## src/rtl/fmadd_align_add_normalize.sv

```systemverilog
// Align/add/normalize stage of the fused multiply-add: orders two unpacked finite operands,
// aligns the smaller one bit-serially with guard/round/sticky, adds or subtracts, then normalizes.
module fmadd_align_add_normalize #(
  parameter int std = 31,
  parameter int man = 22,
  parameter int exp = 7
) (
  input  logic             clk,
  input  logic             rst_l,
  input  logic             in_valid,
  output logic             in_ready,
  input  logic             in_A_sign,
  input  logic [exp:0]     in_A_exp,
  input  logic [man+1:0]   in_A_man,
  input  logic             in_B_sign,
  input  logic [exp:0]     in_B_exp,
  input  logic [man+1:0]   in_B_man,
  input  logic             in_NX_flag_Mul,
  output logic             out_valid,
  input  logic             out_ready,
  output logic [man+1:0]   out_Mantissa,
  output logic [exp+1:0]   out_Exponent,
  output logic             out_Sign,
  output logic             out_Guard,
  output logic             out_Round,
  output logic             out_Sticky,
  output logic             out_A_eq_B,
  output logic             out_NX_flag_Mul,
  output logic [2:0]       dbg_state
);

  // Handshake: a transfer happens on a rising edge where valid and ready are both high.
  // in_ready is high only in IDLE; out_valid only in DONE, with outputs frozen until out_ready.

  localparam int WW = man + 5;  // {mantissa, G, R, S}
  localparam int RW = man + 6;  // {carry, mantissa, G, R, S}
  localparam logic [exp:0]   C_ONE = (exp+1)'(1);
  localparam logic [exp:0]   C_MAX = (exp+1)'(man + 4);
  localparam logic [exp+1:0] E_ONE = (exp+2)'(1);

  if (std != man + exp + 2) begin : g_param_check
    $error("std must equal man + exp + 2");
  end

  typedef enum logic [2:0] {IDLE, ALIGN, ADD, NORM, DONE} state_t;
  state_t state, state_nxt;

  logic           l_sign, s_sign;
  logic [man+1:0] l_man;
  logic [exp:0]   l_exp;
  logic [WW-1:0]  w;
  logic [exp:0]   cnt;

  logic [exp:0]   a_eff, b_eff;
  logic           a_is_l;
  logic [RW-1:0]  res;
  logic           res_zero;
  logic           norm_done;

  always_comb begin
    a_eff     = (in_A_exp == '0) ? C_ONE : in_A_exp;
    b_eff     = (in_B_exp == '0) ? C_ONE : in_B_exp;
    a_is_l    = {a_eff, in_A_man} >= {b_eff, in_B_man};
    // Ordering by magnitude guarantees the subtraction never goes negative.
    res       = (l_sign ^ s_sign) ? ({1'b0, l_man, 3'b000} - {1'b0, w})
                                  : ({1'b0, l_man, 3'b000} + {1'b0, w});
    res_zero  = (res == '0);
    norm_done = out_Mantissa[man+1] | (out_Exponent <= E_ONE);
  end

  always_ff @(posedge clk or negedge rst_l) begin
    if (!rst_l) state <= IDLE;
    else        state <= state_nxt;
  end

  always_comb begin
    state_nxt = state;
    case (state)
      IDLE:    if (in_valid)  state_nxt = ALIGN;
      ALIGN:   if (cnt == '0) state_nxt = ADD;
      ADD:     state_nxt = res_zero ? DONE : NORM;
      NORM:    if (norm_done) state_nxt = DONE;
      DONE:    if (out_ready) state_nxt = IDLE;
      default: state_nxt = IDLE;
    endcase
  end

  always_comb begin
    in_ready  = (state == IDLE);
    out_valid = (state == DONE);
    dbg_state = state;
  end

  always_ff @(posedge clk or negedge rst_l) begin
    if (!rst_l) begin
      l_sign          <= 1'b0;
      s_sign          <= 1'b0;
      l_man           <= '0;
      l_exp           <= '0;
      w               <= '0;
      cnt             <= '0;
      out_Mantissa    <= '0;
      out_Exponent    <= '0;
      out_Sign        <= 1'b0;
      out_Guard       <= 1'b0;
      out_Round       <= 1'b0;
      out_Sticky      <= 1'b0;
      out_A_eq_B      <= 1'b0;
      out_NX_flag_Mul <= 1'b0;
    end else begin
      case (state)
        IDLE: if (in_valid) begin
          out_NX_flag_Mul <= in_NX_flag_Mul;
          if (a_is_l) begin
            l_sign <= in_A_sign; s_sign <= in_B_sign;
            l_man  <= in_A_man;  l_exp  <= a_eff;
            w      <= {in_B_man, 3'b000};
            cnt    <= a_eff - b_eff;
          end else begin
            l_sign <= in_B_sign; s_sign <= in_A_sign;
            l_man  <= in_B_man;  l_exp  <= b_eff;
            w      <= {in_A_man, 3'b000};
            cnt    <= b_eff - a_eff;
          end
        end
        ALIGN: if (cnt != '0) begin
          // Beyond man+4 positions every bit lands in sticky, so collapse in one step.
          if (cnt > C_MAX) begin
            w   <= {{(WW-1){1'b0}}, |w};
            cnt <= '0;
          end else begin
            w   <= {1'b0, w[WW-1:2], w[1] | w[0]};
            cnt <= cnt - C_ONE;
          end
        end
        ADD: begin
          out_Sign <= l_sign;
          if (res_zero) begin
            out_A_eq_B   <= 1'b1;
            out_Mantissa <= '0;
            out_Exponent <= '0;
            out_Guard    <= 1'b0;
            out_Round    <= 1'b0;
            out_Sticky   <= 1'b0;
          end else if (res[RW-1]) begin
            out_A_eq_B   <= 1'b0;
            out_Mantissa <= res[RW-1:4];
            out_Guard    <= res[3];
            out_Round    <= res[2];
            out_Sticky   <= res[1] | res[0];
            out_Exponent <= {1'b0, l_exp} + E_ONE;
          end else begin
            out_A_eq_B   <= 1'b0;
            out_Mantissa <= res[RW-2:3];
            out_Guard    <= res[2];
            out_Round    <= res[1];
            out_Sticky   <= res[0];
            out_Exponent <= {1'b0, l_exp};
          end
        end
        NORM: if (!norm_done) begin
          out_Mantissa <= {out_Mantissa[man:0], out_Guard};
          out_Guard    <= out_Round;
          out_Round    <= 1'b0;
          out_Exponent <= out_Exponent - E_ONE;
        end
        default: ;
      endcase
    end
  end

endmodule

```

## config.mk

```make
export PLATFORM = sky130hd
export DESIGN_NAME = fmadd_align_add_normalize
export DESIGN_NICKNAME = d
export VERILOG_FILES = /design/src/rtl/fmadd_align_add_normalize.sv
export SDC_FILE = /design/constraint.sdc
export NUM_CORES = 1
export LEC_CHECK = 0
export ABC_AREA = 0
export ABC_CLOCK_PERIOD_IN_PS = 3600
export BUFFER_PORTS_ARGS = -buffer_cell sky130_fd_sc_hd__buf_2
export CAP_MARGIN = 20
export CORE_MARGIN = 2
export CORE_UTILIZATION = 55
export CTS_CLUSTER_SIZE = 12
export DETAILED_ROUTE_END_ITERATION = 10
export GPL_TIMING_DRIVEN = 0
export MAX_ROUTING_LAYER = met4
export PLACE_DENSITY = 0.79
export SLEW_MARGIN = 15
export SYNTH_ARGS = -nofsm -noshare
export SYNTH_HDL_FRONTEND = slang
export SYNTH_SLANG_ARGS = --single-unit
```

## constraint.sdc

```tcl
create_clock -name clk -period 3.6 [get_ports clk]
set_clock_uncertainty 0.15 [all_clocks]
set_input_delay 0.72 -clock clk [delete_from_list [all_inputs] [get_ports clk]]
set_output_delay 0.72 -clock clk [all_outputs]
set_load 0.1 [all_outputs]
```

==> metrics <==
outcome=finished, violations left; failing checks=negative setup slack; CTS sink cnt=111; Slew Viols, Final=0; Worst setup EP type=register; most frequent cells in the layout=nand2_1 (118), buf_2 (117), a21oi_1 (111), dfrtp_1 (108), o21ai_0 (102); vias in the first global route=10200; Hold Vio Cnt, Final=0; ANT nets after route=0; layout cell share with drive strength beyond 1=24.8%; Avg Cell Area, Syn=7.91 µm²; largest net degree at the start of global routing=76; CTS clk-pin slew, worst paths=0.09 ns; global-route wire length before repair=55.3 mm; max_slew headroom=24.4%; final instance area=13000 µm²; final setup margin=-0.430 ns; Seq cells post-synth=111; Post-synth EDFFs=0; post-synth top area cell=dfrtp_1; most common cell after layout, fill and taps aside=nand2_1; Area after DPL=11400 µm²; Wirelength per Cell=20.8 µm; H-tree depth=3; Die Width=141 µm; Crit path max-delay family=simple AND/OR/NAND/NOR gates; Root Buffer=clkbuf_16; Slowest-stage cell, CP=or4_4; antenna violations before repair=0; Final #Nets=1664; max_cap viols=0; hpwl dp=27.2 mm; post-synth top area share=26.7%; Hold Path Class=in -> async; CTS Buf Count=9; top fanout value on the critical path=7; Setup Crit Path Kind=reg -> reg; Req. time, crit path=3.72 ns; row count=50; Die Y=141 µm; dominant synthesized flop cell=dfrtp_1; DRT Wirelength=36.1 mm; Synth Instances=1315; Tmin final=4.03 ns; GRT Util Overall=36.0%; post-synthesis cell area=10400 µm²; Max Root-Sink Buffers=2; final setup fails=16; Area Growth Syn to Fin=25.4%; # IOs=115; Avg Vias per Cell=6.34; Buf/Inv on CP=1; cts hold-fix bufs=0; final worst path period share=112%; full die area=20000 µm²; total grt overflow=0; DRC Markers=0; syn nets=1484; Clock Latency Late Sink=0.37 ns; crit-path max cell delay=0.61 ns; CP startpoint kind=register; worst path cell trace=ha_4, or4b_4, a21oi_2, o41ai_4, buf_4, o31ai_4, a211oi_2, xnor2_1, or3_4, or4_4, o311a_1; Netlist cell types=78; Post-synth ARST share=100%; gp weighted congestion=0.993; DR pass1 iterations=6; Yosys warnings=0; initial DRC count=909; Synth area leaders=dfrtp_1 (27%), ha_1 (11%), a21oi_1 (6.1%), o21ai_0 (5.4%), mux2i_1 (5.2%); CTS tree=built; RSZ-0062 raised after global routing=yes; Starting Density=55.8%; Slew @ Worst Pin=1.13 ns; routed vias=11000; sequential fraction of the synthesis area=26.7%; FILL cells=1549; Core ar.=18600 µm²; Crit path arrival time=4.15 ns; f_max=248 MHz; number of port buffers=114
metrics by stage:
stage | hold WS, ns | worst slack (ns) | TNS [ns] | instances | util (%)
2_1_floorplan | 0.274 | -0.0905 | -0.159 | 1315 | -
5_1_grt | 0.110 | -0.551 | -6.75 | 1734 | 69.9
4_1_cts | 0.0994 | -0.477 | -3.66 | 1717 | 67.1
3_5_place_dp | 0.315 | -1.89 | -127.36 | 1665 | 61.0
6_report | 0.0799 | -0.430 | -3.14 | 1735 | 69.9
3_3_place_gp | 0.309 | -1.86 | -125.30 | 1663 | 60.8
timing repair:
| action | in CTS | in global routing |
|---|---|---|
| resized for setup | 114 | 90 |
| gates cloned | 0 | 1 |
| pin swaps | 24 | 39 |
| buffers inserted | 43 | 19 |
| endpoints found under the setup margin | 105 | 89 |
logic make-up after synthesis:
group,count (synthesis),synth area share [%]
xor gates and xnor gates,39,3.36
buffers and inverters,193,7.22
and+or+nand+nor,366,16.7
DFF,111,26.7
adders and majority gates,98,12.0
AOI/OAI and AO/OA,432,26.4
muxes,76,7.58
sequential cells by signal, indices dropped and copies added, names as in the netlist, 3 cells and up:
| signal | cells |
|---|---|
| w | 27 |
| l_man | 24 |
| out_Mantissa | 24 |
| out_Exponent | 9 |
| cnt | 8 |
| l_exp | 8 |
| dbg_state | 3 |
final timing paths:
path / startpoint / to / slack [ns] / depth (start not counted)
max: l_man[0] / dbg_state[0] / -0.43 / 11
min: rst_l / out_Mantissa[3] / 0.08 / 1
max reg2reg: l_man[0] / dbg_state[0] / -0.43 / 11
min reg2reg: out_NX_flag_Mul / out_NX_flag_Mul / 0.33 / 2
max in group asynchronous: rst_l / w[3] / 2.51 / 2
min in group clk: out_NX_flag_Mul / out_NX_flag_Mul / 0.33 / 2
cells in the mapped netlist (3+ instances only):
cell,count
o22ai_1,6
nor2b_1,15
o21bai_1,8
and3_1,3
nor4_1,19
or3_1,7
dfrtp_1,111
nand3b_1,4
xnor2_1,26
o21a_1,4
clkbuf_1,70
xor2_1,12
a22oi_1,5
a221oi_1,20
o221ai_1,8
ha_1,95
nand2_1,119
a21o_1,29
nor3_1,26
mux2i_1,54
or4_1,4
nor2_1,104
a311oi_1,3
a31oi_1,13
fa_1,3
a211oi_1,19
o31ai_1,21
o211ai_1,13
nand4_1,12
o2111ai_1,6
nand2b_1,11
a21oi_1,126
o21ai_1,6
buf_2,9
mux2_2,22
inv_1,108
a41oi_1,4
nor3b_1,5
o21ai_0,112
nand3_1,25
metal layers:
layer	global-route usage (%)	vias up	part of all wire (%)
li1	-	5113	-
met1	48.6	5271	43
met2	56.8	550	47
met3	4.56	73	7.7
met4	11.3	0	2.8
met5	-	-	0
cell type report:
type                            instances  area [µm²]  share of cell area, %
Sequential cell                       111        2780                   21.3
Tap cell                              234         293                   2.25
Antenna cell                            1        2.50                 0.0192
Inverter                              109         412                   3.16
Timing Repair Buffer                  178        1130                   8.67
Clock inverter                          7        91.3                  0.701
Multi-Input combinational cell       1011        7690                   59.0
Clock buffer                            9         225                   1.73
Buffer                                 75         412                   3.16
Power is not shown: default switching activity piles up to over one toggle a cycle in this logic, so the estimate is an artifact.
